$ cat src/rtl/fractal_sync_pkg.sv
// Shared request types and sizing helpers for the fractal synchronization tree.
package fractal_sync_pkg;

   localparam int AGGR_W = 2;
   localparam int ID_W   = 4;

   typedef struct packed {
      logic [AGGR_W-1:0] aggr;
      logic [ID_W-1:0]   id;
   } fsync_sig_t;

   typedef struct packed {
      logic       sync;
      fsync_sig_t sig;
   } fsync_req_t;

   // A counter that can hold 0..credits inclusive.
   function automatic int credit_width(input int credits);
      return $clog2(credits + 1);
   endfunction

   function automatic int idx_width(input int n);
      return (n > 1) ? $clog2(n) : 1;
   endfunction

endpackage

$ cat src/rtl/fractal_sync_rr_arb.sv
// Round-robin arbiter: grants the first requester at or after the pointer.
module fractal_sync_rr_arb
   import fractal_sync_pkg::*;
#(
   parameter int N_PORTS = 2,
   localparam int IDX_W  = idx_width(N_PORTS)
) (
   input  logic               clk_i,
   input  logic               rst_i,
   input  logic [N_PORTS-1:0] req_i,
   input  logic               en_i,
   output logic [N_PORTS-1:0] gnt_o,
   output logic [IDX_W-1:0]   idx_o,
   output logic               vld_o
);

   logic [IDX_W-1:0] ptr_q;
   logic             found;

   always_comb begin
      found = 1'b0;
      idx_o = '0;
      for (int i = 0; i < N_PORTS; i++) begin
         if (!found && req_i[(int'(ptr_q) + i) % N_PORTS]) begin
            found = 1'b1;
            idx_o = IDX_W'((int'(ptr_q) + i) % N_PORTS);
         end
      end
      vld_o = found && en_i && !rst_i;
      gnt_o = '0;
      if (vld_o) gnt_o[idx_o] = 1'b1;
   end

   // With a single port the wrap branch is always taken, so the pointer stays 0.
   always_ff @(posedge clk_i) begin
      if (rst_i) begin
         ptr_q <= '0;
      end else if (vld_o) begin
         ptr_q <= (int'(idx_o) == N_PORTS - 1) ? '0 : idx_o + 1'b1;
      end
   end

endmodule

$ cat src/rtl/fractal_sync_tx.sv
// Transmit stage: arbitrates rx FIFOs and forwards one credited request per cycle upstream.
module fractal_sync_tx
   import fractal_sync_pkg::*;
#(
   parameter int N_PORTS = 2,
   parameter int CREDITS = 1
) (
   input  logic                     clk_i,
   input  logic                     rst_i,
   input  logic       [N_PORTS-1:0] empty_i,
   input  fsync_req_t [N_PORTS-1:0] req_i,
   output logic       [N_PORTS-1:0] pop_o,
   output fsync_req_t               req_o,
   input  logic                     credit_i,
   output logic                     stall_o,
   output logic                     error_credit_o
);

   localparam int CNT_W = credit_width(CREDITS);
   localparam int IDX_W = idx_width(N_PORTS);
   localparam logic [CNT_W-1:0] CNT_MAX = CNT_W'(CREDITS);

   if (N_PORTS < 1) begin : g_chk_ports
      $fatal(1, "fractal_sync_tx: N_PORTS must be >= 1");
   end
   if (CREDITS < 1) begin : g_chk_credits
      $fatal(1, "fractal_sync_tx: CREDITS must be > 0");
   end

   logic [CNT_W-1:0] cnt_q;
   logic             gnt_vld_p0;
   logic [IDX_W-1:0] gnt_idx_p0;

   fractal_sync_rr_arb #(
      .N_PORTS (N_PORTS)
   ) i_arb (
      .clk_i (clk_i),
      .rst_i (rst_i),
      .req_i (~empty_i),
      .en_i  (cnt_q != '0),
      .gnt_o (pop_o),
      .idx_o (gnt_idx_p0),
      .vld_o (gnt_vld_p0)
   );

   assign stall_o = !rst_i && (|(~empty_i)) && (cnt_q == '0);

   // p0 -> p1: grant registered into the upstream pulse; sig is held between pulses.
   always_ff @(posedge clk_i) begin
      if (rst_i) begin
         cnt_q          <= CNT_MAX;
         req_o          <= '0;
         error_credit_o <= 1'b0;
      end else begin
         req_o.sync     <= gnt_vld_p0;
         if (gnt_vld_p0) req_o.sig <= req_i[gnt_idx_p0].sig;
         error_credit_o <= 1'b0;
         if (gnt_vld_p0 && !credit_i) begin
            cnt_q <= cnt_q - 1'b1;
         end else if (!gnt_vld_p0 && credit_i) begin
            if (cnt_q == CNT_MAX) error_credit_o <= 1'b1;
            else                  cnt_q <= cnt_q + 1'b1;
         end
      end
   end

endmodule

$ cat config.mk
export PLATFORM = sky130hd
export DESIGN_NAME = fractal_sync_tx
export DESIGN_NICKNAME = d
export VERILOG_FILES = /design/src/rtl/fractal_sync_pkg.sv /design/src/rtl/fractal_sync_rr_arb.sv /design/src/rtl/fractal_sync_tx.sv
export SDC_FILE = /design/constraint.sdc
export NUM_CORES = 1
export LEC_CHECK = 0
export CORE_MARGIN = 5
export CORE_UTILIZATION = 33
export DETAILED_ROUTE_END_ITERATION = 8
export GPL_ROUTABILITY_DRIVEN = 1
export PLACE_DENSITY = 0.82
export SKIP_LAST_GASP = 1
export SLEW_MARGIN = 20
export SYNTH_ARGS = -nofsm -noshare
export SYNTH_HDL_FRONTEND = slang
export SYNTH_SLANG_ARGS = --single-unit
$ cat constraint.sdc
create_clock -name clk_i -period 1.23 [get_ports clk_i]
set_input_delay 0.246 -clock clk_i [delete_from_list [all_inputs] [get_ports clk_i]]
set_output_delay 0.246 -clock clk_i [all_outputs]
set_load 0.1 [all_outputs]
==> Word-level counts from Yosys, hierarchy flattened <==
Cells that the tools add are included.
{ "totals": {"register_bits": 10, "in_bits": 19, "output_inout_bits": 11} }
{ "classes": {"n_addsub": 4, "magnitude_cmp": 4, "n_mux": 19, "bitwise_logic": 4, "n_reduce_logical": 15} }
{ "op_table": {"columns": ["op", "count"], "rows": [
  ["1-bit two-way mux", 15],
  ["6-bit two-way mux", 2],
  ["1-bit logical AND", 8],
  ["1-bit logical NOT", 4],
  ["1-bit by 2-bit < comparator with 1-bit output (second input constant)", 2],
  ["1-bit adder (second input constant)", 3],
  ["2-bit by 3-bit < comparator with 1-bit output (second input constant)", 1],
  ["3-bit OR reduction", 1],
  ["2-bit two-way mux", 1],
  ["1-bit NOT", 2],
  ["2-bit NOT", 1],
  ["2-bit nonzero test", 1],
  ["2-bit OR reduction", 1],
  ["1-bit bitwise AND (first input constant)", 1],
  ["1-bit demux with 1-bit select", 1],
  ["1-bit greater-or-equal comparator (second input constant)", 1],
  ["1-bit subtractor (second input constant)", 1]
]} }

==> Depth between registers and ports, before layout <==
{ "depth": {"word_depth": 13, "mapped_depth": 6, "ltp_nobuf": 5} }

==> Hierarchy <==
A second synthesis with hierarchy kept.
{ "hier_totals": {"cells_unflattened": 54, "hier_area_um2": 488.0} }
{ "modules_own_cells": {"columns": ["mod", "instances", "cells_each", "area_each_um2"], "rows": [
  ["fractal_sync_tx", 1, 43, 411.6],
  ["fractal_sync_rr_arb", 1, 11, 76.3]
]} }

==> Least setup slack after synthesis <==
Ideal clock, no wire load.
{ "synth_timing": {"path_kind": "input port to output port", "start": "input empty_i[0]", "end": "output stall_o", "arrival_time_ns": 2.561, "required_ns": 0.984, "path_slack_ns": -1.577, "stages": 3, "path_buffers": 1, "path_cell_list": "and2_1 > buf_2 > nor3_1"} }
{ "synth_between": {"elab_chain_cells": 4} }
{ "synth_lines": {"columns": ["element", "line_no", "text"], "rows": [
  ["from (decl)", "fractal_sync_tx.sv:10", "input logic [N_PORTS-1:0] empty_i,"],
  ["2-bit NOT", "fractal_sync_tx.sv:46", "assign stall_o = !rst_i && (|(~empty_i)) && (cnt_q == '0);"],
  ["2-bit OR reduction", "fractal_sync_tx.sv:46", null],
  ["1-bit logical AND (2 in series)", "fractal_sync_tx.sv:46", null],
  ["to (decl)", "fractal_sync_tx.sv:15", "output logic stall_o,"]
]} }
No other way between the ends.

==> Final worst setup path <==
{ "layout_timing": {"start": "register cnt_q", "end": "output pop_o[0]"} }
{ "layout_between": {"elab_chain_cells": 3} }
{ "layout_lines": {"columns": ["element", "line_no", "text"], "rows": [
  ["from (decl)", "fractal_sync_tx.sv:30", "logic [CNT_W-1:0] cnt_q;"],
  ["from (signal assigned)", "fractal_sync_tx.sv:59", "cnt_q <= cnt_q - 1'b1;"],
  ["from (signal assigned)", "fractal_sync_tx.sv:62", "else cnt_q <= cnt_q + 1'b1;"],
  ["1-bit logical AND (2 in series)", "fractal_sync_rr_arb.sv:29", "vld_o = found && en_i && !rst_i;"],
  ["2-bit two-way mux", "fractal_sync_rr_arb.sv:31", "if (vld_o) gnt_o[idx_o] = 1'b1;"],
  ["to (decl)", "fractal_sync_tx.sv:12", "output logic [N_PORTS-1:0] pop_o,"]
]} }
No other way between the ends.

==> results.cfg <==
[global_route]
overflow = 0
grt_usage = 0.1714
antenna_found_initial = 0
grt_start_max_net_pins = 13
first_global_vias = 711
grt_pass1_wl_mm = 3.298

[final_layout]
syn2layout_area_growth_pct = 111.1
fin_util = 0.7541
fillers = 101
final_nets = 129
antenna_cells = 0
drive_gt1_frac = 0.5000

[worst_setup_path]
r2r_start = cnt_q
startpoint_type = flop
worst-r2r-setup-slack_ns = -0.18
required_ns = 0.98
cp-end-kind = primary output
reg2reg_to = cnt_q
critPathMaxFanout = 4
crit_type = flop to primary output
worst-r2r-cell-count = 7
crit_arrival_ns = 1.26

[logic_synthesis]
synth.avg_cell_area_sq_um = 9.025
synth-async-reset-ratio = 0
ys_types = 20
synthesis.area_sq_um = 550.5
synth_seq_area_share = 0.3636
synth_cells = 61
synth_edf_count = 0
yosys_warnings = 0
ys_ff_latch = 10
syn_nets = 82
synthFlopType = dfxtp_1

[min_path]
hold_path.class = primary input to flop
hold_depth = 4
whs_endpoint = req_o[4]
min_from = empty_i[0]

[power]
ir_drop_uv = 723.4
seqPwrFrac = 0.333
p_sw_w = 0.0004213
p_sw_frac = 0.3809
combPwrFrac = 0.453
leakagePower_nw = 0.4630
pwr-share-clk = 0.213
power_density_nw_per_um2 = 951.5
p_int_w = 0.0006848

[sta]
rsz0062_at_grt = yes
fin_crit_sh = 1.223
final-max-slew-violation-count = 0
holdWs_ns = 0.3931
relSlewSlack = 0.8753
fmax_ghz = 0.6650
worst_pin_slew_ns = 0.1865
finalHoldViolations = 0
report.final.setup_viol = 5
fin_crit_ns = 1.504
layout_setup_ws_ns = -0.2738
finClkSkew_ns = 0.007237

[floorplanning]
ios = 30
initial_core_util = 0.3571
rows = 14
die_x_um = 50.85
core_area_sq_um = 1541
fp.dieH_um = 50.85
die_area_sq_um = 2585

[routing]
vias = 677
wl_mm = 2.123
wl_per_cell_um = 17.40
vias_per_cell = 5.549
ant_nets = 0
drt_first_pass_iters = 4
drt_iter0_drc = 14
drc = 0

[flow_run]
drv_cap = 0

[clocking]
cts_tree = yes
cts.root.buffer_cell = clkbuf_4
htreeDepth = 1
clock_sinks = 10
clk_path_buf_depth = 2
clock_latency_ns = 0.27
clk_pin_slew_worst_paths_ns = 0.07
numCtsBuffers = 3
holdBufCountCts = 0

[status]
violations = setup timing
status = complete, but fails checks

[placement]
portBuffers = 27
gp_congestion = 0.7955
[worst max path at each step]
stage	slack (ns)	cells past startpoint	from	end
2_1_floorplan	-0.29	3	empty_i[0]	stall_o
3_3_place_gp	-0.46	6	rst_i	cnt_q
3_5_place_dp	-0.57	6	rst_i	cnt_q
4_1_cts	-0.28	4	cnt_q	pop_o[0]
5_1_grt	-0.35	4	cnt_q	pop_o[0]
6_report	-0.27	4	cnt_q	pop_o[0]
[layout by cell type, fill, tap and decap left out]
master / Yosys / final
nand2b_4: 0 / 1
inv_1: 3 / 2
and2_4: 0 / 1
or2_1: 1 / 1
buf_12: 0 / 11
ha_1: 2 / 1
dfxtp_1: 10 / 3
buf_4: 0 / 16
a21oi_1: 1 / 1
ha_4: 0 / 1
a31oi_1: 6 / 6
nor3b_1: 1 / 1
dfxtp_2: 0 / 7
nor2_1: 3 / 1
a21o_1: 1 / 1
nor3_4: 0 / 1
clkinvlp_4: 0 / 1
buf_2: 2 / 2
clkbuf_4: 0 / 3
nand3b_1: 2 / 2
o21ai_1: 0 / 1
clkdlybuf4s15_2: 0 / 1
o21ai_0: 7 / 6
nand4b_1: 12 / 12
nand2_4: 0 / 1
clkdlybuf4s50_1: 0 / 13
buf_6: 2 / 4
nor2_4: 0 / 2
nand2b_1: 3 / 2
nor2b_4: 1 / 1
[power groups by stage]
stage | clock network, W | registers, W | logic, W
2_1_floorplan | 0 | 0.000496 | 0.000139
3_3_place_gp | 0 | 0.000376 | 0.000453
3_5_place_dp | 0 | 0.000377 | 0.000464
4_1_cts | 0.000237 | 0.000369 | 0.000473
5_1_grt | 0.000259 | 0.000370 | 0.000521
6_report | 0.000236 | 0.000368 | 0.000502
[kinds of logic after synthesis]
| group | after synthesis | share of synthesized area |
|---|---|---|
| AO/OA/AOI/OAI | 15 | 0.1545 |
| adder cells (fa/ha/maj) | 2 | 0.04545 |
| buffers and inverters | 8 | 0.08635 |
| flip-flops | 10 | 0.3636 |
| AND/OR/NAND/NOR | 26 | 0.3500 |
[critical path, stage by stage, from the launching register on]
cell	delay [ns]
dfxtp_2	0.35
nor2b_4	0.17
nand3b_1	0.16
clkinvlp_4	0.13
buf_12	0.17
[layout make-up]
type / instances / area (sq um) / area share
flip-flops and latches: 10 / 209.0 / 0.1798
repair buffers: 47 / 536.8 / 0.4618
well taps: 16 / 20.02 / 0.01722
inverters: 3 / 15.01 / 0.01292
multi-input cells: 43 / 359.1 / 0.3089
clock buffers: 3 / 22.52 / 0.01938
[flip-flops by register name (all words and copies together), names as in the netlist]
| register | count |
|---|---|
| cnt_q | 1 |
| req_o | 7 |
| i_arb.ptr_q | 1 |
| error_credit_o | 1 |
[timing repair]
| item | 4_1_cts | 5_1_grt |
|---|---|---|
| gates resized for setup | 14 | 6 |
| setup endpoints to repair | 12 | 6 |
| pin swaps | 3 | 3 |
| setup buffers | 3 | 4 |
[through the flow]
| step | instances | worst slack (ns) | TNS, ns | power (W) | cell area, sq um |
|---|---|---|---|---|---|
| after floorplan | 61 | -0.2925 | -0.7852 | 0.0006345 | 604.3 |
| after global placement | 113 | -0.4562 | -4.339 | 0.0008283 | 1061 |
| after detailed placement | 113 | -0.5652 | -4.813 | 0.0008410 | 1061 |
| after CTS | 119 | -0.2835 | -0.8229 | 0.001079 | 1107 |
| after global routing | 122 | -0.3493 | -1.521 | 0.001150 | 1162 |
| final | 122 | -0.2738 | -1.000 | 0.001106 | 1162 |
[metal layers]
layer / part of all wire / wire (um) / track usage
met1: 0.39 / 819 / 0.1828
met2: 0.52 / 1104 / 0.2955
met3: 0.057 / 120 / 0.02326
met4: 0.037 / 78 / 0.1404
met5: 0 / 0 / 0
[Yosys cell counts (all sizes together), types with 2 or more instances]
master  count  share of area
nand4b     12           0.19
dfxtp      10           0.36
o21ai       7          0.064
a31oi       6          0.068
buf         4          0.059
inv         3          0.020
nand2b      3          0.034
nor2        3          0.020
ha          2          0.045
nand3b      2          0.027
No activity file was read; power rests on OpenSTA's default activity.
